===== src/rtl/lsu_dm_master.sv =====
// lsu_dm_master
// Load/store unit master for a single-ported data memory. One request at a
// time is accepted from the pipeline. Each request becomes a load, a word
// store, a read-modify-write sub-word store, or a misalignment error, and
// finishes with a single-cycle completion pulse on resp_valid.
//
// Ports
//   clk, rstn            clock; asynchronous active-low reset
//   req_valid/req_ready  request handshake (ready only in IDLE)
//   req_we, req_size,    store flag, access size (00 B, 01 H, 10 W, 11 rsvd),
//   req_unsigned         load zero-extend flag
//   req_addr, req_wdata  byte address, right-aligned store data
//   req_pc               pc of the issuing instruction
//   resp_valid           one-cycle completion pulse
//   resp_rdata           extended load data (0 for stores and errors)
//   resp_misalign        error flag, valid with resp_valid
//   DMWr, addr, din      memory write enable (memory writes on falling edge),
//                        word address, full-word write data
//   dout                 combinational memory read data for addr
//   pc                   latched req_pc for memory trace
module lsu_dm_master (
  input  logic        clk,
  input  logic        rstn,
  input  logic        req_valid,
  output logic        req_ready,
  input  logic        req_we,
  input  logic [1:0]  req_size,
  input  logic        req_unsigned,
  input  logic [31:0] req_addr,
  input  logic [31:0] req_wdata,
  input  logic [31:0] req_pc,
  output logic        resp_valid,
  output logic [31:0] resp_rdata,
  output logic        resp_misalign,
  output logic        DMWr,
  output logic [31:0] addr,
  output logic [31:0] din,
  input  logic [31:0] dout,
  output logic [31:0] pc
);

  typedef enum logic [2:0] {
    IDLE   = 3'd0,
    LOAD   = 3'd1,
    RMW_RD = 3'd2,
    STORE  = 3'd3,
    ERR    = 3'd4
  } state_t;

  state_t      state_r;
  state_t      state_s;
  logic        accept_s;
  logic        req_misalign_s;

  logic        we_r;
  logic [1:0]  size_r;
  logic        unsigned_r;
  logic [31:0] addr_r;
  logic [31:0] wdata_r;
  logic [31:0] pc_r;
  logic [31:0] din_r;
  logic        resp_valid_r;
  logic [31:0] resp_rdata_r;
  logic        resp_misalign_r;

  // Misalignment: half needs even address, word needs 4-byte alignment,
  // size 11 is reserved and always rejected.
  function automatic logic is_misaligned(input logic [1:0] size, input logic [1:0] off);
    logic mis;
    case (size)
      2'b00:   mis = 1'b0;
      2'b01:   mis = off[0];
      2'b10:   mis = (off != 2'b00);
      default: mis = 1'b1;
    endcase
    return mis;
  endfunction

  // Select the addressed byte/half lane from a memory word and extend it.
  function automatic logic [31:0] load_extract(input logic [31:0] word, input logic [1:0] size,
                                               input logic [1:0] off, input logic uns);
    logic [7:0]  b;
    logic [15:0] h;
    logic [31:0] r;
    case (off)
      2'b00:   b = word[7:0];
      2'b01:   b = word[15:8];
      2'b10:   b = word[23:16];
      default: b = word[31:24];
    endcase
    h = off[1] ? word[31:16] : word[15:0];
    case (size)
      2'b00:   r = uns ? {24'h000000, b} : {{24{b[7]}}, b};
      2'b01:   r = uns ? {16'h0000, h} : {{16{h[15]}}, h};
      default: r = word;
    endcase
    return r;
  endfunction

  // Overlay the low byte/half of the store data onto the addressed lane;
  // the remaining lanes keep the value read from memory.
  function automatic logic [31:0] store_merge(input logic [31:0] word, input logic [31:0] wdata,
                                              input logic [1:0] size, input logic [1:0] off);
    logic [31:0] r;
    r = word;
    case (size)
      2'b00: begin
        case (off)
          2'b00:   r[7:0]   = wdata[7:0];
          2'b01:   r[15:8]  = wdata[7:0];
          2'b10:   r[23:16] = wdata[7:0];
          default: r[31:24] = wdata[7:0];
        endcase
      end
      2'b01: begin
        r = off[1] ? {wdata[15:0], word[15:0]} : {word[31:16], wdata[15:0]};
      end
      default: r = wdata;
    endcase
    return r;
  endfunction

  assign req_misalign_s = is_misaligned(req_size, req_addr[1:0]);

  // Next-state selection and request acceptance.
  always_comb begin
    state_s  = state_r;
    accept_s = 1'b0;
    case (state_r)
      IDLE: begin
        if (req_valid) begin
          accept_s = 1'b1;
          if (req_misalign_s) begin
            state_s = ERR;
          end else if (!req_we) begin
            state_s = LOAD;
          end else if (req_size == 2'b10) begin
            state_s = STORE;
          end else begin
            state_s = RMW_RD;
          end
        end else begin
          state_s = IDLE;
        end
      end
      RMW_RD:  state_s = STORE;
      LOAD:    state_s = IDLE;
      STORE:   state_s = IDLE;
      ERR:     state_s = IDLE;
      default: state_s = IDLE;
    endcase
  end

  // State register.
  always_ff @(posedge clk or negedge rstn) begin
    if (!rstn) begin
      state_r <= IDLE;
    end else begin
      state_r <= state_s;
    end
  end

  // Request latch: the transaction works from this copy, not from req_*.
  always_ff @(posedge clk or negedge rstn) begin
    if (!rstn) begin
      we_r       <= 1'b0;
      size_r     <= 2'b00;
      unsigned_r <= 1'b0;
      addr_r     <= 32'h0000_0000;
      wdata_r    <= 32'h0000_0000;
      pc_r       <= 32'h0000_0000;
    end else if (accept_s) begin
      we_r       <= req_we;
      size_r     <= req_size;
      unsigned_r <= req_unsigned;
      addr_r     <= req_addr;
      wdata_r    <= req_wdata;
      pc_r       <= req_pc;
    end
  end

  // Write data: full word straight from the request, or the merged word
  // captured from memory at the end of the read phase of a sub-word store.
  always_ff @(posedge clk or negedge rstn) begin
    if (!rstn) begin
      din_r <= 32'h0000_0000;
    end else if (accept_s && req_we && (req_size == 2'b10) && !req_misalign_s) begin
      din_r <= req_wdata;
    end else if (state_r == RMW_RD) begin
      din_r <= store_merge(dout, wdata_r, size_r, addr_r[1:0]);
    end
  end

  // Completion: a pulse on the edge that leaves LOAD, STORE or ERR. The we_r
  // qualifier keeps store/error responses at zero data even if corrupted.
  always_ff @(posedge clk or negedge rstn) begin
    if (!rstn) begin
      resp_valid_r    <= 1'b0;
      resp_rdata_r    <= 32'h0000_0000;
      resp_misalign_r <= 1'b0;
    end else begin
      resp_valid_r    <= (state_r == LOAD) || (state_r == STORE) || (state_r == ERR);
      resp_rdata_r    <= ((state_r == LOAD) && !we_r) ?
                         load_extract(dout, size_r, addr_r[1:0], unsigned_r) : 32'h0000_0000;
      resp_misalign_r <= (state_r == ERR);
    end
  end

  // Decodes of the state register: an async reset forces IDLE, so DMWr
  // drops immediately and no falling-edge write can follow.
  assign req_ready     = (state_r == IDLE);
  assign DMWr          = (state_r == STORE);
  assign addr          = ((state_r == LOAD) || (state_r == RMW_RD) || (state_r == STORE)) ?
                         {addr_r[31:2], 2'b00} : 32'h0000_0000;
  assign din           = din_r;
  assign pc            = pc_r;
  assign resp_valid    = resp_valid_r;
  assign resp_rdata    = resp_rdata_r;
  assign resp_misalign = resp_misalign_r;

endmodule


===== config.mk =====
export PLATFORM = sky130hd
export DESIGN_NAME = lsu_dm_master
export DESIGN_NICKNAME = d
export VERILOG_FILES = /design/src/rtl/lsu_dm_master.sv
export SDC_FILE = /design/constraint.sdc
export NUM_CORES = 1
export LEC_CHECK = 0
export ABC_CLOCK_PERIOD_IN_PS = 4100
export CAP_MARGIN = 20
export CORE_ASPECT_RATIO = 1.1
export CORE_UTILIZATION = 51
export CTS_BUF_LIST = sky130_fd_sc_hd__clkbuf_8
export DETAILED_ROUTE_END_ITERATION = 10
export GPL_ROUTABILITY_DRIVEN = 0
export PLACE_DENSITY = 0.89
export SYNTH_ARGS = -nofsm -noshare
export SYNTH_HDL_FRONTEND = slang
export SYNTH_SLANG_ARGS = --single-unit
export TNS_END_PERCENT = 10

===== constraint.sdc =====
create_clock -name clk -period 4.1 [get_ports clk]
set_clock_uncertainty 0.05 [all_clocks]
set_input_delay 1.025 -clock clk [delete_from_list [all_inputs] [get_ports clk]]
set_output_delay 1.025 -clock clk [all_outputs]
set_load 0.02 [all_outputs]

==> results by group <==
Clock network
  • Hold buffers post-CTS: 0
  • Clock Latency Late Sink: 0.46 ns
  • CTS max path bufs: 2
  • CTS H-tree depth: 4
  • Post_cts resized: 0
  • CTS tree: done
  • Total CTS buffers: 17
  • Total clock sinks: 169
  • Root Driver: clkbuf_8
  • CTS clk-pin slew, worst paths: 0.09 ns
  • Setup Fix Bufs, Post-CTS: 0

Outcome
  • Run status: finished clean

Worst setup path
  • Worst Path Buf+Inv: 2
  • Setup slack, reg-to-reg: 1.28 ns
  • Setup crit end kind: output pin
  • CP Launch Point: state_r[0]
  • Register-to-Register Path Depth: 4
  • Reg2reg end: din[23]
  • Slowest stage delay, CP: 0.64 ns
  • CP Max Fanout: 30
  • Cell chain of the critical path: nor2_1, nor2_1, buf_4, and2_1, clkdlybuf4s50_1
  • CP top delay family: buffers and inverters
  • Max stage delay cell, worst path: clkdlybuf4s50_1
  • CP Launch Type: register
  • Required time worst endpoint: 3.02 ns
  • Critical path class: reg -> out
  • Most numerous cell on the critical path: nor2_1
  • WP depth: 5
  • Worst Setup EP: addr[4]
  • Worst r2r src: size_r[0]
  • CP arrival: 2.37 ns

Synthesis
  • Number of synthesized register bits: 169
  • Synth top area cells: dfrtp_1 (52%), nand2_1 (16%), o21ai_0 (2.5%), and2_1 (2.4%), mux4_2 (2.2%)
  • EDFF count, synth: 0
  • Sequential area share after synthesis: 0.5239
  • Post-Synthesis Cells: 899
  • Post-synthesis cell type count: 53
  • Top cell type's share of synthesized area: 0.5239
  • Yosys warns: 0
  • Async SR Flop Fraction: 1.000
  • Syn Std Cell Area: 8073 um2
  • Synthesized area per cell: 8.980 um2
  • Synth Flop Type: dfrtp_1
  • Cell type with the largest total area after synthesis: dfrtp_1

Timing
  • Slew @ Worst Pin: 1.094 ns
  • Pins over their slew limit: 0
  • Fin. Hold Viols: 0
  • RSZ-0062 raised after global routing: false
  • Fmax achieved: 290.6 MHz
  • Crit path time final: 3.442 ns
  • Final period util: 0.8394
  • Setup tns final: 0 ns
  • Setup violations, final: 0
  • Rel. slew slack: 0.2710
  • Worst Setup Slack, final: 0.6584 ns

Place
  • DP HPWL: 17330 um
  • Setup WS pre-CTS: 0.9617 ns
  • Placed cells: 1305
  • Port Buffers: 264

Cells and area
  • Share of cells above drive strength 1: 0.06737
  • Antenna cells: 0
  • Area growth, synth to finish: 38.81%
  • Final Non-Filler Cells: 1339
  • Fillers: 1085
  • Post-layout nets: 1265

Detailed routing
  • Routed Antenna Nets: 0
  • Vias per cell: 5.721
  • Wire per inst: 18.67 um
  • DRT iter0 DRCs: 768
  • Final WL: 25000 um
  • Pre-Repair DR Iteration Count: 5
  • Residual DRC: 0
  • Via count: 7661

GRT
  • Initial antenna violation count: 0
  • Vias in the first global route: 7746
  • Total GRT Usage: 0.3159
  • Largest net degree at the start of global routing: 100
  • First-pass GRT wire length: 39520 um
  • GR Overflow Total: 0

Power
  • Pwr dens: 748.9 nW/um2
  • Pwr Total: 8.392 mW
  • Worst vdd ir: 0.0005060 V
  • Leak Pwr: 5.167 nW

Floorplan
  • Chip Height: 134.0 um
  • FP Rows: 47
  • Initial core utilization: 0.5300
  • Core area: 15230 um2
  • Die ar.: 16340 um2
  • # IOs: 267
  • DIE WIDTH: 122.0 um

Job
  • Max Cap Viol: 0

Min path
  • Worst min path class: reg -> reg
final cells by class:
type	count	area [um2]	share of cell area
flip-flops and latches	169	4229	0.3774
multi-input cells	659	3518	0.3140
repair buffers	278	2789	0.2489
clock buffers	19	261.5	0.02334
well taps	196	245.2	0.02188
clock inverters	13	143.9	0.01284
inverters	5	18.77	0.001675
state kept, by name (all words and copies together) (netlist names):
| register | cells |
|---|---|
| pc | 32 |
| din | 32 |
| we_r | 1 |
| resp_misalign | 1 |
| resp_valid | 1 |
| addr_r | 32 |
| state_r | 3 |
| size_r | 2 |
| unsigned_r | 1 |
| resp_rdata | 32 |
| wdata_r | 32 |
worst min path at each step:
stage | slack [ns] | endpoint | depth (start not counted) | start
floorplan | 0.39 | addr_r[10] | 2 | addr_r[10]
global placement | 0.40 | addr_r[3] | 2 | addr_r[3]
detailed placement | 0.41 | addr_r[4] | 2 | addr_r[4]
CTS | 0.43 | we_r | 2 | we_r
global route | 0.45 | addr_r[3] | 2 | addr_r[3]
finish | 0.43 | addr_r[30] | 2 | addr_r[30]
metal layers:
layer	track usage	wire length [um]	vias to the layer above
met5	0	0	-
met4	0.1447	1015	0
met3	0.1042	2913	80
met2	0.5213	12270	491
met1	0.3712	8804	3615
li1	-	-	3475
stage by stage:
stage | util | hold slack (ns) | cell area (um2)
after global placement | 0.7055 | 0.3985 | 10750
final | 0.7357 | 0.4259 | 11210
after CTS | 0.7321 | 0.4293 | 11150
after global routing | 0.7357 | 0.4461 | 11210
after detailed placement | 0.7055 | 0.4051 | 10750
after floorplan | - | 0.3874 | 8077
synth_stat cells (15+ instances only):
cell and n:
buf_2 25, nor2_1 27, and2_1 31, a221oi_1 16, o21ai_0 40, a21oi_1 32
dfrtp_1 169, nand2_1 353, clkbuf_1 30, nor3_1 15, mux2i_1 16
cells in the final DEF (no fill, tap or decap), types with 5 or more instances in the layout:
cell	instances
a21o_1	9
a22oi_1	7
and3_1	7
a22o_1	7
or3_1	7
mux4_2	8
nor2_1	27
inv_1	5
o21ai_0	40
mux2i_1	16
and2_1	31
a221oi_1	16
mux2_2	9
o22ai_1	9
nand2_1	352
clkdlybuf4s50_1	263
a211oi_1	9
dfrtp_1	169
buf_4	12
a211o_1	7
clkbuf_8	19
nor4b_1	7
a21oi_1	32
nor3_1	15
worst reg2reg max path: cells and delay by family, from the launching register on:
family | cells | cell delay [ns]
flops | 1 | 1.07
compound gates | 3 | 0.94
simple gates | 1 | 0.64
cell families (layout without fill, tap and decap cells):
kind of cell           count (synthesis)  after routing  synth area share
AOI/OAI and AO/OA                    154            154            0.1269
buffers and inverters                 72            315           0.04247
DFF                                  169            169            0.5239
muxes                                 33             33           0.05471
other                                  1              2         0.0004645
and+or+nand+nor                      470            470            0.2516
where the power goes:
part | total, mW | switching (mW) | internal [mW]
Clock | 1.22 | 0.640 | 0.579
Sequential | 3.00 | 0.623 | 2.38
Combinational | 4.17 | 2.32 | 1.85
No activity file was read; power rests on OpenSTA's default activity.
